File: config.mk
export PLATFORM = sky130hd
export DESIGN_NAME = seg7_scan_driver
export DESIGN_NICKNAME = d
export VERILOG_FILES = /design/src/rtl/seg7_pkg.sv /design/src/rtl/seg7_hex_decode.sv /design/src/rtl/seg7_scan_driver.sv
export SDC_FILE = /design/constraint.sdc
export NUM_CORES = 1
export LEC_CHECK = 0
export CAP_MARGIN = 40
export CORE_ASPECT_RATIO = 1.1
export CORE_MARGIN = 8
export CORE_UTILIZATION = 55
export CTS_BUF_LIST = sky130_fd_sc_hd__clkbuf_16
export DETAILED_ROUTE_END_ITERATION = 6
export MAX_ROUTING_LAYER = met4
export PLACE_DENSITY = 0.79
export SYNTH_ARGS = -nofsm -noshare
export SYNTH_HDL_FRONTEND = slang
export SYNTH_SLANG_ARGS = --single-unit
File: constraint.sdc
create_clock -name clk -period 4.1 [get_ports clk]
set_clock_uncertainty 0.05 [all_clocks]
set_input_delay 0.82 -clock clk [delete_from_list [all_inputs] [get_ports clk]]
set_output_delay 0.82 -clock clk [all_outputs]
set_load 0.01 [all_outputs]
File: src/rtl/seg7_pkg.sv
// Shared constants for the multiplexed 7-segment driver: blanking levels,
// the hex-to-segment table and a counter width helper.
package seg7_pkg;

    localparam logic [7:0] SEG_OFF = 8'hFF;
    localparam logic [7:0] AN_OFF  = 8'hFF;

    // Active-low codes for 0..F; element [n] is digit n, bit7 (dp) left dark.
    localparam logic [15:0][7:0] HEX_CODES = {
        8'h8E, 8'h86, 8'hA1, 8'hC6, 8'h83, 8'h88, 8'h90, 8'h80,
        8'hF8, 8'h82, 8'h92, 8'h99, 8'hB0, 8'hA4, 8'hF9, 8'hC0
    };

    function automatic int width_of(input int n);
        int w;
        w = 1;
        while ((1 << w) < n) begin
            w = w + 1;
        end
        return w;
    endfunction

endpackage

File: src/rtl/seg7_hex_decode.sv
// Combinational nibble-to-segment decoder with decimal point, active-low
// outputs for a common-anode display.
module seg7_hex_decode
    import seg7_pkg::*;
(
    input  logic [3:0] nibble,
    input  logic       dp,
    output logic [7:0] code
);

    always_comb begin
        code = {~dp, HEX_CODES[nibble][6:0]};
    end

endmodule

File: src/rtl/seg7_scan_driver.sv
// Time-multiplexed common-anode 7-segment scan driver with frame-aligned
// shadow updates. Optional leading-zero blanking: SEG7_LEADING_ZERO_BLANK_EN.
module seg7_scan_driver
    import seg7_pkg::*;
#(
    parameter int DIGITS       = 4,
    parameter int REFRESH_DIV  = 100000,
    parameter int BLANK_CYCLES = 1
) (
    input  logic                  clk,
    input  logic                  rst,
    input  logic                  load,
    input  logic [4*DIGITS-1:0]   value,
    input  logic [DIGITS-1:0]     dp_in,
    input  logic [DIGITS-1:0]     digit_en,
    output logic [7:0]            seg,
    output logic [DIGITS-1:0]     an,
    output logic                  frame_tick
);

    localparam int PW = width_of(REFRESH_DIV);
    localparam int IW = width_of(DIGITS);
    localparam logic [PW-1:0] PRESC_LAST = PW'(REFRESH_DIV - 1);
    localparam logic [PW-1:0] BLANK_END  = PW'(BLANK_CYCLES);
    localparam logic [IW-1:0] IDX_LAST   = IW'(DIGITS - 1);

    logic [PW-1:0]          presc_q, presc_d;
    logic [IW-1:0]          idx_q, idx_d;
    logic [4*DIGITS-1:0]    pend_value_q, pend_value_d;
    logic [DIGITS-1:0]      pend_dp_q, pend_dp_d;
    logic [DIGITS-1:0]      pend_en_q, pend_en_d;
    logic                   pend_valid_q, pend_valid_d;
    logic [4*DIGITS-1:0]    disp_value_q, disp_value_d;
    logic [DIGITS-1:0]      disp_dp_q, disp_dp_d;
    logic [DIGITS-1:0]      disp_en_q, disp_en_d;
    logic [7:0]             seg_q, seg_d;
    logic [DIGITS-1:0]      an_q, an_d;
    logic                   frame_tick_q, frame_tick_d;

    logic                   presc_wrap;
    logic                   frame_end;
    logic [3:0]             cur_nib;
    logic                   cur_dp;
    logic                   cur_en;
    logic                   cur_blank;
    logic [DIGITS-1:0]      lz_blank;
    logic [7:0]             dec_code;

    seg7_hex_decode u_decode (
        .nibble (cur_nib),
        .dp     (cur_dp),
        .code   (dec_code)
    );

    always_comb begin
        presc_wrap   = (presc_q == PRESC_LAST);
        frame_end    = presc_wrap && (idx_q == IDX_LAST);
        presc_d      = presc_wrap ? '0 : presc_q + PW'(1);
        idx_d        = idx_q;
        frame_tick_d = frame_end;
        if (presc_wrap) begin
            idx_d = (idx_q == IDX_LAST) ? '0 : idx_q + IW'(1);
        end
    end

    // A load landing on the frame boundary bypasses pending and shows at once.
    always_comb begin
        pend_value_d = pend_value_q;
        pend_dp_d    = pend_dp_q;
        pend_en_d    = pend_en_q;
        pend_valid_d = pend_valid_q;
        disp_value_d = disp_value_q;
        disp_dp_d    = disp_dp_q;
        disp_en_d    = disp_en_q;
        if (load) begin
            pend_value_d = value;
            pend_dp_d    = dp_in;
            pend_en_d    = digit_en;
            pend_valid_d = 1'b1;
        end
        if (frame_end) begin
            pend_valid_d = 1'b0;
            if (load) begin
                disp_value_d = value;
                disp_dp_d    = dp_in;
                disp_en_d    = digit_en;
            end else if (pend_valid_q) begin
                disp_value_d = pend_value_q;
                disp_dp_d    = pend_dp_q;
                disp_en_d    = pend_en_q;
            end
        end
    end

`ifdef SEG7_LEADING_ZERO_BLANK_EN
    logic zero_run;

    // Walk from the most significant digit; the run stops at the first non-zero nibble.
    always_comb begin
        lz_blank = '0;
        zero_run = 1'b1;
        for (int i = DIGITS - 1; i >= 0; i--) begin
            zero_run    = zero_run && (disp_value_q[4*i +: 4] == 4'h0);
            lz_blank[i] = zero_run && (i != 0) && !disp_dp_q[i];
        end
    end
`else
    always_comb begin
        lz_blank = '0;
    end
`endif

    always_comb begin
        cur_nib   = '0;
        cur_dp    = 1'b0;
        cur_en    = 1'b0;
        cur_blank = 1'b0;
        for (int i = 0; i < DIGITS; i++) begin
            if (idx_q == IW'(i)) begin
                cur_nib   = disp_value_q[4*i +: 4];
                cur_dp    = disp_dp_q[i];
                cur_en    = disp_en_q[i];
                cur_blank = lz_blank[i];
            end
        end
        seg_d = SEG_OFF;
        an_d  = AN_OFF[DIGITS-1:0];
        if (cur_en && !cur_blank) begin
            seg_d = dec_code;
            if (presc_q >= BLANK_END) begin
                an_d = ~(DIGITS'(1) << idx_q);
            end
        end
    end

    always_ff @(posedge clk) begin
        if (rst) begin
            presc_q      <= '0;
            idx_q        <= '0;
            pend_value_q <= '0;
            pend_dp_q    <= '0;
            pend_en_q    <= '0;
            pend_valid_q <= 1'b0;
            disp_value_q <= '0;
            disp_dp_q    <= '0;
            disp_en_q    <= '0;
            seg_q        <= SEG_OFF;
            an_q         <= AN_OFF[DIGITS-1:0];
            frame_tick_q <= 1'b0;
        end else begin
            presc_q      <= presc_d;
            idx_q        <= idx_d;
            pend_value_q <= pend_value_d;
            pend_dp_q    <= pend_dp_d;
            pend_en_q    <= pend_en_d;
            pend_valid_q <= pend_valid_d;
            disp_value_q <= disp_value_d;
            disp_dp_q    <= disp_dp_d;
            disp_en_q    <= disp_en_d;
            seg_q        <= seg_d;
            an_q         <= an_d;
            frame_tick_q <= frame_tick_d;
        end
    end

    assign seg        = seg_q;
    assign an         = an_q;
    assign frame_tick = frame_tick_q;

endmodule

==> results.cfg, run 1 <==
[cts]
cts-htree-levels = 3
hold_buffers = 0
cts_setup_buffers = 0
cts_resized = 0
clockBufferDepth = 2
clock-sinks = 81
cts_root_buffer = clkbuf_16
clock_latency_ns = 0.33
cts.clk_slew.worst_paths_ns = 0.06
cts-buffers-inserted = 9
cts_tree = built

[die]
initial_core_util_pct = 56.24
rows = 30
io_pins = 40
die_x_um = 91.42
core_area_um2 = 6118
die_area_um2 = 9046
die_h_um = 98.96

[power]
combPwrFrac_pct = 4.8
switching_share_pct = 20.40
p_seq_share_pct = 49.4
p_int_w = 0.001309
power.density_nw_per_um2 = 396.6
power_frac_clock_pct = 45.8
p_switching_w = 0.0003355
leakagePower_nw = 1.576
ir_worst_vdd_uv = 440.7

[placement]
port_buffers = 39
gp_congestion = 0.8491
hpwl_mm = 4.814

[setup_path]
crit_buf_inv = 1
startpoint = idx_q[0]
r2r_slack_ns = 1.15
crit_chain = ha_1, a211oi_1, a211oi_1, inv_1, ha_1, nor2_1, a211o_1, a21bo_2
timing.rr.start = idx_q[0]
reg2reg_depth = 8
arrival_ns = 3.12
timing.critical_path.required_ns = 4.27
cp-start-kind = flip-flop
end_kind = flip-flop
path_class = reg -> reg
slowest_delay_ns = 0.65
cp_max_fo = 19
r2r-end = seg[3]
crit_cells = 8
critPathTopFamily = compound AO/OA/AOI/OAI gates
crit_end = seg[3]
slowest_stage = a211oi_1

[final_layout]
multiInputGateArea_um2 = 1693
final_layout_size_suffix_gt1_share_pct = 5.463
area_growth_pct = 20.51
nFillCells = 485
final_util_pct = 67.77
n_antenna_cell = 0
area.sequential_um2 = 1622
final_nets = 456

[synth]
syn-num-nets = 423
synth-seq-area-share_pct = 47.13
postSynthCellCount = 384
synth_cell_types = 42
synth_flop_cell = dfxtp_1
synth_edf_count = 0
synth_area_per_cell_um2 = 8.960
synth_area_leaders = dfxtp_1, mux2i_1, nand2_1
ys_seq_elements = 81
syn_area_um2 = 3441
yosysTopAreaCell = dfxtp_1
synth.top_cell.area_share_pct = 47.13
yosys_warnings = 0
async_flop_share_pct = 0

[timing]
finalCriticalPeriod_ns = 2.946
max_slew_margin_pct = 44.42
final-setup-viol-count = 0
rsz0062_at_grt = no
finalSetupTns_ns = 0
tightest_slew_ns = 0.8281
hold_viol = 0
timing.fmax_mhz = 339.5
maxSlewViolCount = 0
layout_worst_path_cycle_share_pct = 71.85

[routing]
dr.pass1.iters = 4
drt_wl_total_mm = 6.953
drtIter0Drc = 146
routed-via-count = 2621
via_per_inst = 5.232
routedWlPerCell_um = 13.88
detail-route-antenna-nets = 0
route.detailed.drc = 0

[grt]
antenna_found_initial = 0
overflow = 0
grt_pass1_vias = 2606
grt_start_max_net_pins = 49
grt_pass1_wl_mm = 11.72
track_usage_pct = 16.22

[worst_hold_path]
min_path_type = reg -> reg

[run]
cap_violations = 0

[outcome]
status = completed
==> worst min-delay path by stage <==
stage / start / endpoint / slack, ns / depth (start not counted)
after floorplan: disp_value_q[9] / disp_value_q[9] / 0.39 / 2
after global placement: disp_value_q[5] / disp_value_q[5] / 0.42 / 2
after detailed placement: disp_value_q[1] / disp_value_q[1] / 0.42 / 2
after CTS: disp_dp_q[0] / disp_dp_q[0] / 0.43 / 2
after global routing: disp_value_q[3] / disp_value_q[3] / 0.45 / 2
final: disp_value_q[3] / disp_value_q[3] / 0.43 / 2
==> cells in the mapped netlist (4+ instances only) <==
| library cell | instances |
|---|---|
| xnor2_1 | 5 |
| nand2b_1 | 25 |
| mux2i_1 | 28 |
| nand3_1 | 7 |
| buf_2 | 8 |
| clkbuf_1 | 9 |
| inv_1 | 9 |
| nand2_1 | 51 |
| nand3b_1 | 5 |
| o221ai_1 | 4 |
| dfxtp_1 | 81 |
| nor3_1 | 5 |
| ha_1 | 12 |
| o21ai_0 | 26 |
| nor2_1 | 50 |
| xor2_1 | 10 |
| a21oi_1 | 6 |
==> flip-flops by register name (all words and copies together), names as in the netlist <==
signal	cells
pend_dp_q	4
disp_en_q	4
seg	8
frame_tick	1
pend_value_q	16
pend_en_q	4
an	4
pend_valid_q	1
idx_q	2
presc_q	17
disp_value_q	16
disp_dp_q	4
==> power groups by stage <==
stage / Sequential (W) / Combinational [W] / Clock, W
final: 0.000812 / 0.0000792 / 0.000754
after global routing: 0.000813 / 0.0000872 / 0.000797
after CTS: 0.000812 / 0.0000806 / 0.000765
after detailed placement: 0.000829 / 0.0000801 / 0
after global placement: 0.000828 / 0.0000786 / 0
after floorplan: 0.000827 / 0.0000476 / 0
==> per-stage QoR <==
step	instance area (um2)	instances	hold WS (ns)	setup WS, ns	power [W]
6_report	4146	501	0.4311	1.154	0.001644
2_1_floorplan	3441	384	0.3946	1.578	0.0008744
3_5_place_dp	3869	486	0.4186	1.234	0.0009091
3_3_place_gp	3869	486	0.4153	1.427	0.0009068
5_1_grt	4146	501	0.4496	0.9764	0.001697
4_1_cts	4146	501	0.4297	1.186	0.001658
==> logic make-up (layout without fill, tap and decap cells) <==
logic type / after synthesis / in the layout / share of synthesized area [%]
XOR/XNOR: 15 / 15 / 3.818
AO/OA/AOI/OAI: 53 / 53 / 9.709
flip-flops: 81 / 81 / 47.13
buffers and inverters: 30 / 67 / 3.927
AND/OR/NAND/NOR: 165 / 165 / 22.91
adder cells (fa/ha/maj): 12 / 12 / 4.364
multiplexers: 28 / 28 / 8.145
==> worst reg2reg max path, delay by kind of cell, from the launching register on <==
kind                       cells  cell delay [ns]
AOI/OAI and AO/OA              4             1.22
adders and majority gates      2             0.88
DFF                            1             0.39
buffers and inverters          1             0.24
and+or+nand+nor                1             0.05
==> cell type report <==
class | count | share of cell area [%]
Inverter | 9 | 0.8147
Sequential cell | 81 | 39.11
Multi-Input combinational cell | 273 | 40.83
Timing Repair Buffer | 43 | 10.14
Clock buffer | 9 | 5.431
Tap cell | 80 | 2.414
Clock inverter | 6 | 1.267
==> routing by layer <==
metal,track usage (%),up-vias,part of all wire (%)
met4,8.575,0,3.0
met2,25.62,60,48
met5,-,-,0
li1,-,1357,-
met3,4.411,17,4.6
met1,18.33,1187,45
==> cells in the final DEF (no fill, tap or decap), types with 7 or more instances in the layout <==
cell type	Yosys	routed
clkbuf_16	0	9
clkdlybuf4s50_1	0	39
dfxtp_1	81	81
ha_1	12	12
inv_1	9	11
mux2i_1	28	28
nand2_1	51	51
nand2b_1	25	25
nand3_1	7	7
nor2_1	50	50
o21ai_0	26	26
xor2_1	10	10
Note: power is estimated with default switching activity, not from simulation.
==> run 2: changes to the inputs <==
Clock period 4.1 ns to 3 ns, I/O delays scaled along.
==> results.cfg, run 2 (synthesis results as in run 1) <==
[outcome]
status = completed

[setup_path]
timing.rr.start = idx_q[0]
arrival_ns = 2.66
path_class = reg -> reg
cp_max_fo = 19
end_kind = flip-flop
crit_end = seg[3]
cp-start-kind = flip-flop
r2r_slack_ns = 0.51
crit_chain = ha_1, a211oi_1, a211oi_1, inv_1, ha_1, nor2_1, a211o_1, a21bo_2
startpoint = idx_q[0]
timing.critical_path.required_ns = 3.17
slowest_delay_ns = 0.55
reg2reg_depth = 8
slowest_stage = ha_1
r2r-end = seg[3]

[cts]
cts-buffers-inserted = 9
cts_root_buffer = clkbuf_16
hold_buffers = 0
cts_tree = built
clock_latency_ns = 0.33
cts.clk_slew.worst_paths_ns = 0.05
clock-sinks = 81
clockBufferDepth = 2
cts_setup_buffers = 0
cts-htree-levels = 3
cts_resized = 0

[power]
combPwrFrac_pct = 4.7
leakagePower_nw = 1.598
p_int_w = 0.001874
p_seq_share_pct = 47.7
power.density_nw_per_um2 = 554.9
power_frac_clock_pct = 47.6
ir_worst_vdd_uv = 353.6
switching_share_pct = 19.38
p_switching_w = 0.0004503

[routing]
via_per_inst = 5.228
routedWlPerCell_um = 13.55
drt_wl_total_mm = 6.828
dr.pass1.iters = 4
route.detailed.drc = 0
drtIter0Drc = 134
routed-via-count = 2635
detail-route-antenna-nets = 0

[grt]
grt_pass1_vias = 2573
grt_pass1_wl_mm = 11.46
grt.met3_usage_pct = 4.030
met2_usage_pct = 24.96
busiest_layer = met2
overflow = 0
grt_start_max_net_pins = 49
track_usage_pct = 15.81
use_met1_pct = 18.41
antenna_found_initial = 0

[timing]
finalSetupTns_ns = 0
layout_worst_path_cycle_share_pct = 83.01
tightest_slew_ns = 0.6453
maxSlewViolCount = 0
final-setup-viol-count = 0
max_slew_margin_pct = 56.98
timing.fmax_mhz = 401.6
hold_viol = 0
rsz0062_at_grt = no
finalCriticalPeriod_ns = 2.490
timing.final.ws_setup_ns = 0.5099

[die]
core_area_um2 = 6118
initial_core_util_pct = 56.24
die_x_um = 91.42
io_pins = 40
rows = 30
die_h_um = 98.96
die_area_um2 = 9046

[final_layout]
largest_reg_flops = 17
final_layout_size_suffix_gt1_share_pct = 5.425
nFillCells = 472
regMostFlops = presc_q
final_cell_mix = dfxtp_1, nand2_1, nor2_1, clkdlybuf4s50_1, mux2i_1
layout_commonest_cell = dfxtp_1
top_regs = presc_q x17, disp_value_q x16, pend_value_q x16
final_nets = 458
n_antenna_cell = 0
area_growth_pct = 21.71

[run]
cap_violations = 0

[placement]
port_buffers = 39
post-place-ws_ns = 0.5176
gp_congestion = 0.8553
hpwl_mm = 4.626

[worst_hold_path]
min_path_type = reg -> reg
==> run 2: worst min-delay path by stage <==
stage / slack, ns / cells past startpoint / end / start
floorplan: 0.39 / 2 / disp_value_q[9] / disp_value_q[9]
finish: 0.43 / 2 / disp_dp_q[1] / disp_dp_q[1]
global placement: 0.41 / 2 / disp_dp_q[1] / disp_dp_q[1]
CTS: 0.43 / 2 / disp_dp_q[0] / disp_dp_q[0]
global route: 0.45 / 2 / disp_en_q[2] / disp_en_q[2]
detailed placement: 0.42 / 2 / disp_dp_q[0] / disp_dp_q[0]
==> run 2: final cells by class <==
type / count / area (um2) / share of cell area (%)
Timing Repair Buffer: 45 / 435.4 / 10.40
Clock buffer: 9 / 225.2 / 5.378
Sequential cell: 81 / 1622 / 38.72
Tap cell: 80 / 100.1 / 2.390
Multi-Input combinational cell: 273 / 1693 / 40.42
Inverter: 9 / 33.78 / 0.8067
Clock inverter: 7 / 78.83 / 1.882
==> run 2: metrics by stage <==
stage / util [%] / power [W] / hold WS [ns] / instance area (um2) / std cells
final: 68.45 / 0.002324 / 0.4295 / 4188 / 504
after global routing: 68.45 / 0.002401 / 0.4519 / 4188 / 504
after CTS: 68.45 / 0.002343 / 0.4296 / 4188 / 504
after detailed placement: 63.48 / 0.001242 / 0.4197 / 3884 / 488
after global placement: 63.48 / 0.001239 / 0.4149 / 3884 / 488
after floorplan: - / 0.001195 / 0.3946 / 3441 / 384
==> run 2: power groups by stage <==
stage / logic, W / clock network, W / registers [W]
floorplan: 0.0000651 / 0 / 0.00113
global placement: 0.000107 / 0 / 0.00113
CTS: 0.000111 / 0.00112 / 0.00111
global route: 0.000121 / 0.00117 / 0.00111
finish: 0.000109 / 0.00111 / 0.00111
detailed placement: 0.000109 / 0 / 0.00113
==> run 2: worst max-delay path: cells and delay by family (launching register included) <==
family | cells | cell delay [ns]
AO/OA/AOI/OAI | 4 | 0.87
adder cells (fa/ha/maj) | 2 | 0.87
buffers and inverters | 1 | 0.16
flip-flops | 1 | 0.38
AND/OR/NAND/NOR | 1 | 0.05
==> run 2: metal layers <==
layer  part of all wire [%]  up-vias  wire length [um]
li1                       -     1359                 -
met1                     46     1218              3145
met2                     49       47              3326
met3                    3.4       11               232
met4                    1.8        0               123
met5                      0        -                 0
==> run 3: changes to the inputs <==
Settings changed: CORE_UTILIZATION 55 to 50, PLACE_DENSITY 0.79 to 0.75.
Clock period 3 ns to 2.1 ns, I/O delays scaled along.
==> results.cfg, run 3 (synthesis results as in run 1) <==
[setup_path]
end_kind = flip-flop
cp_max_fo = 11
timing.critical_path.required_ns = 2.27
path_class = reg -> reg
timing.rr.start = idx_q[0]
startpoint = idx_q[0]
cp-start-kind = flip-flop
arrival_ns = 2.18

[grt]
grt_start_max_net_pins = 49
grt_pass1_vias = 2597
antenna_found_initial = 0
grt_pass1_wl_mm = 11.79
overflow = 0
track_usage_pct = 15.43

[cts]
hold_buffers = 0
clockBufferDepth = 2
cts_tree = built
cts-buffers-inserted = 9
cts.clk_slew.worst_paths_ns = 0.06
clock-sinks = 81
cts_root_buffer = clkbuf_16
cts-htree-levels = 3
clock_latency_ns = 0.33

[die]
die_x_um = 95.10
die_area_um2 = 9795
die_h_um = 103.0
rows = 31
io_pins = 40
initial_core_util_pct = 51.88
core_area_um2 = 6633

[timing]
timing.fmax_mhz = 497.7
layout_worst_path_cycle_share_pct = 95.68
maxSlewViolCount = 0
max_slew_margin_pct = 69.59
hold_viol = 0
final-setup-viol-count = 0
whs_ns = 0.4259
tightest_slew_ns = 0.4527
finalCriticalPeriod_ns = 2.009

[placement]
gp_congestion = 0.8535
placed_cell_area_um2 = 4054
hpwl_mm = 5.077
port_buffers = 39

[worst_hold_path]
min_path_type = reg -> reg
worstHoldStart = disp_en_q[0]

[final_layout]
largest_reg_flops = 17
area.sequential_um2 = 1629
top_regs = presc_q x17, disp_value_q x16, pend_value_q x16
final_cell_mix = dfxtp_1, nand2_1, nor2_1, clkdlybuf4s50_1, mux2i_1
n_antenna_cell = 0
fin_area_um2 = 4453
multiInputGateArea_um2 = 1759
regMostFlops = presc_q
final_nets = 476
layout_commonest_cell = dfxtp_1
nFillCells = 550
final_layout_size_suffix_gt1_share_pct = 12.90
final_util_pct = 67.14
area_growth_pct = 29.42

[power]
p_seq_share_pct = 45.6
p_int_w = 0.002813
leakagePower_nw = 1.709
p_switching_w = 0.0006581
power.density_nw_per_um2 = 779.4
power_w = 0.003471
combPwrFrac_pct = 4.8
switching_share_pct = 18.96
power_frac_clock_pct = 49.6
ir_worst_vdd_uv = 479.2

[routing]
wl_met2_mm = 3.419
wl_met1_mm = 3.205
route.detailed.drc = 0
routedWlPerCell_um = 13.43
dr.pass1.iters = 5
top_layer = met4
detail-route-antenna-nets = 0
routed-via-count = 2712
drt_wl_total_mm = 7.035
wl_met3_um = 277
via_per_inst = 5.176
drtIter0Drc = 119

[run]
cap_violations = 0

[outcome]
status = completed
==> run 3: cell types whose count changed in the layout (fill, tap and decap cells not counted), sizes merged <==
| cell | change |
|---|---|
| buf | +17 |
| clkinv | +1 |
| bufinv | +1 |
| inv | -2 |
| clkbuf | +1 |
==> run 3: final timing paths <==
check / to / slack (ns) / cells past startpoint
max reg2reg: seg[3] / 0.09 / 8
max: seg[3] / 0.09 / 8
min reg2reg: disp_en_q[0] / 0.43 / 2
min: disp_en_q[0] / 0.43 / 2
==> run 3: power by group through the flow <==
stage | clock network (W) | registers [W] | logic, W
final | 0.00172 | 0.00158 | 0.000165
after global routing | 0.00184 | 0.00158 | 0.000183
after CTS | 0.00175 | 0.00158 | 0.000168
after detailed placement | 0 | 0.00162 | 0.000166
after global placement | 0 | 0.00162 | 0.000163
after floorplan | 0 | 0.00161 | 0.0000930
==> run 3: layout make-up <==
cell class | count | share of cell area, %
multi-input combinational | 273 | 39.51
sequential | 81 | 36.58
timing repair buffer | 63 | 13.32
clock buffer | 9 | 5.058
clock inverter | 7 | 2.473
tap | 82 | 2.304
inverter | 9 | 0.7586
==> run 3: per-stage QoR <==
step	TNS [ns]	setup WS, ns	instances
5_1_grt	-0.01529	-0.01529	524
3_3_place_gp	0	0.03547	506
4_1_cts	0	0.005177	522
3_5_place_dp	0	0.01929	506
2_1_floorplan	-0.1210	-0.1210	384
6_report	0	0.09077	524
==> run 3: what timing repair did <==
action,4_1_cts,5_1_grt
pin swaps,0,4
endpoints found under the setup margin,1,8
setup buffers,0,2
gates resized for setup,1,11
==> run 3: critical path, stage by stage, from the launching register on <==
cell and delay [ns]:
dfxtp_4 0.36, ha_2 0.25, nor2b_1 0.16, a211oi_2 0.26
inv_2 0.08, ha_4 0.27, nor2_1 0.04, a211o_1 0.24
a21bo_2 0.19
==> run 3: layer usage <==
metal | GRT usage (%) | vias to the layer above
met5 | - | -
met4 | 4.327 | 0
met3 | 4.588 | 12
met2 | 25.09 | 44
met1 | 18.01 | 1254
li1 | - | 1402
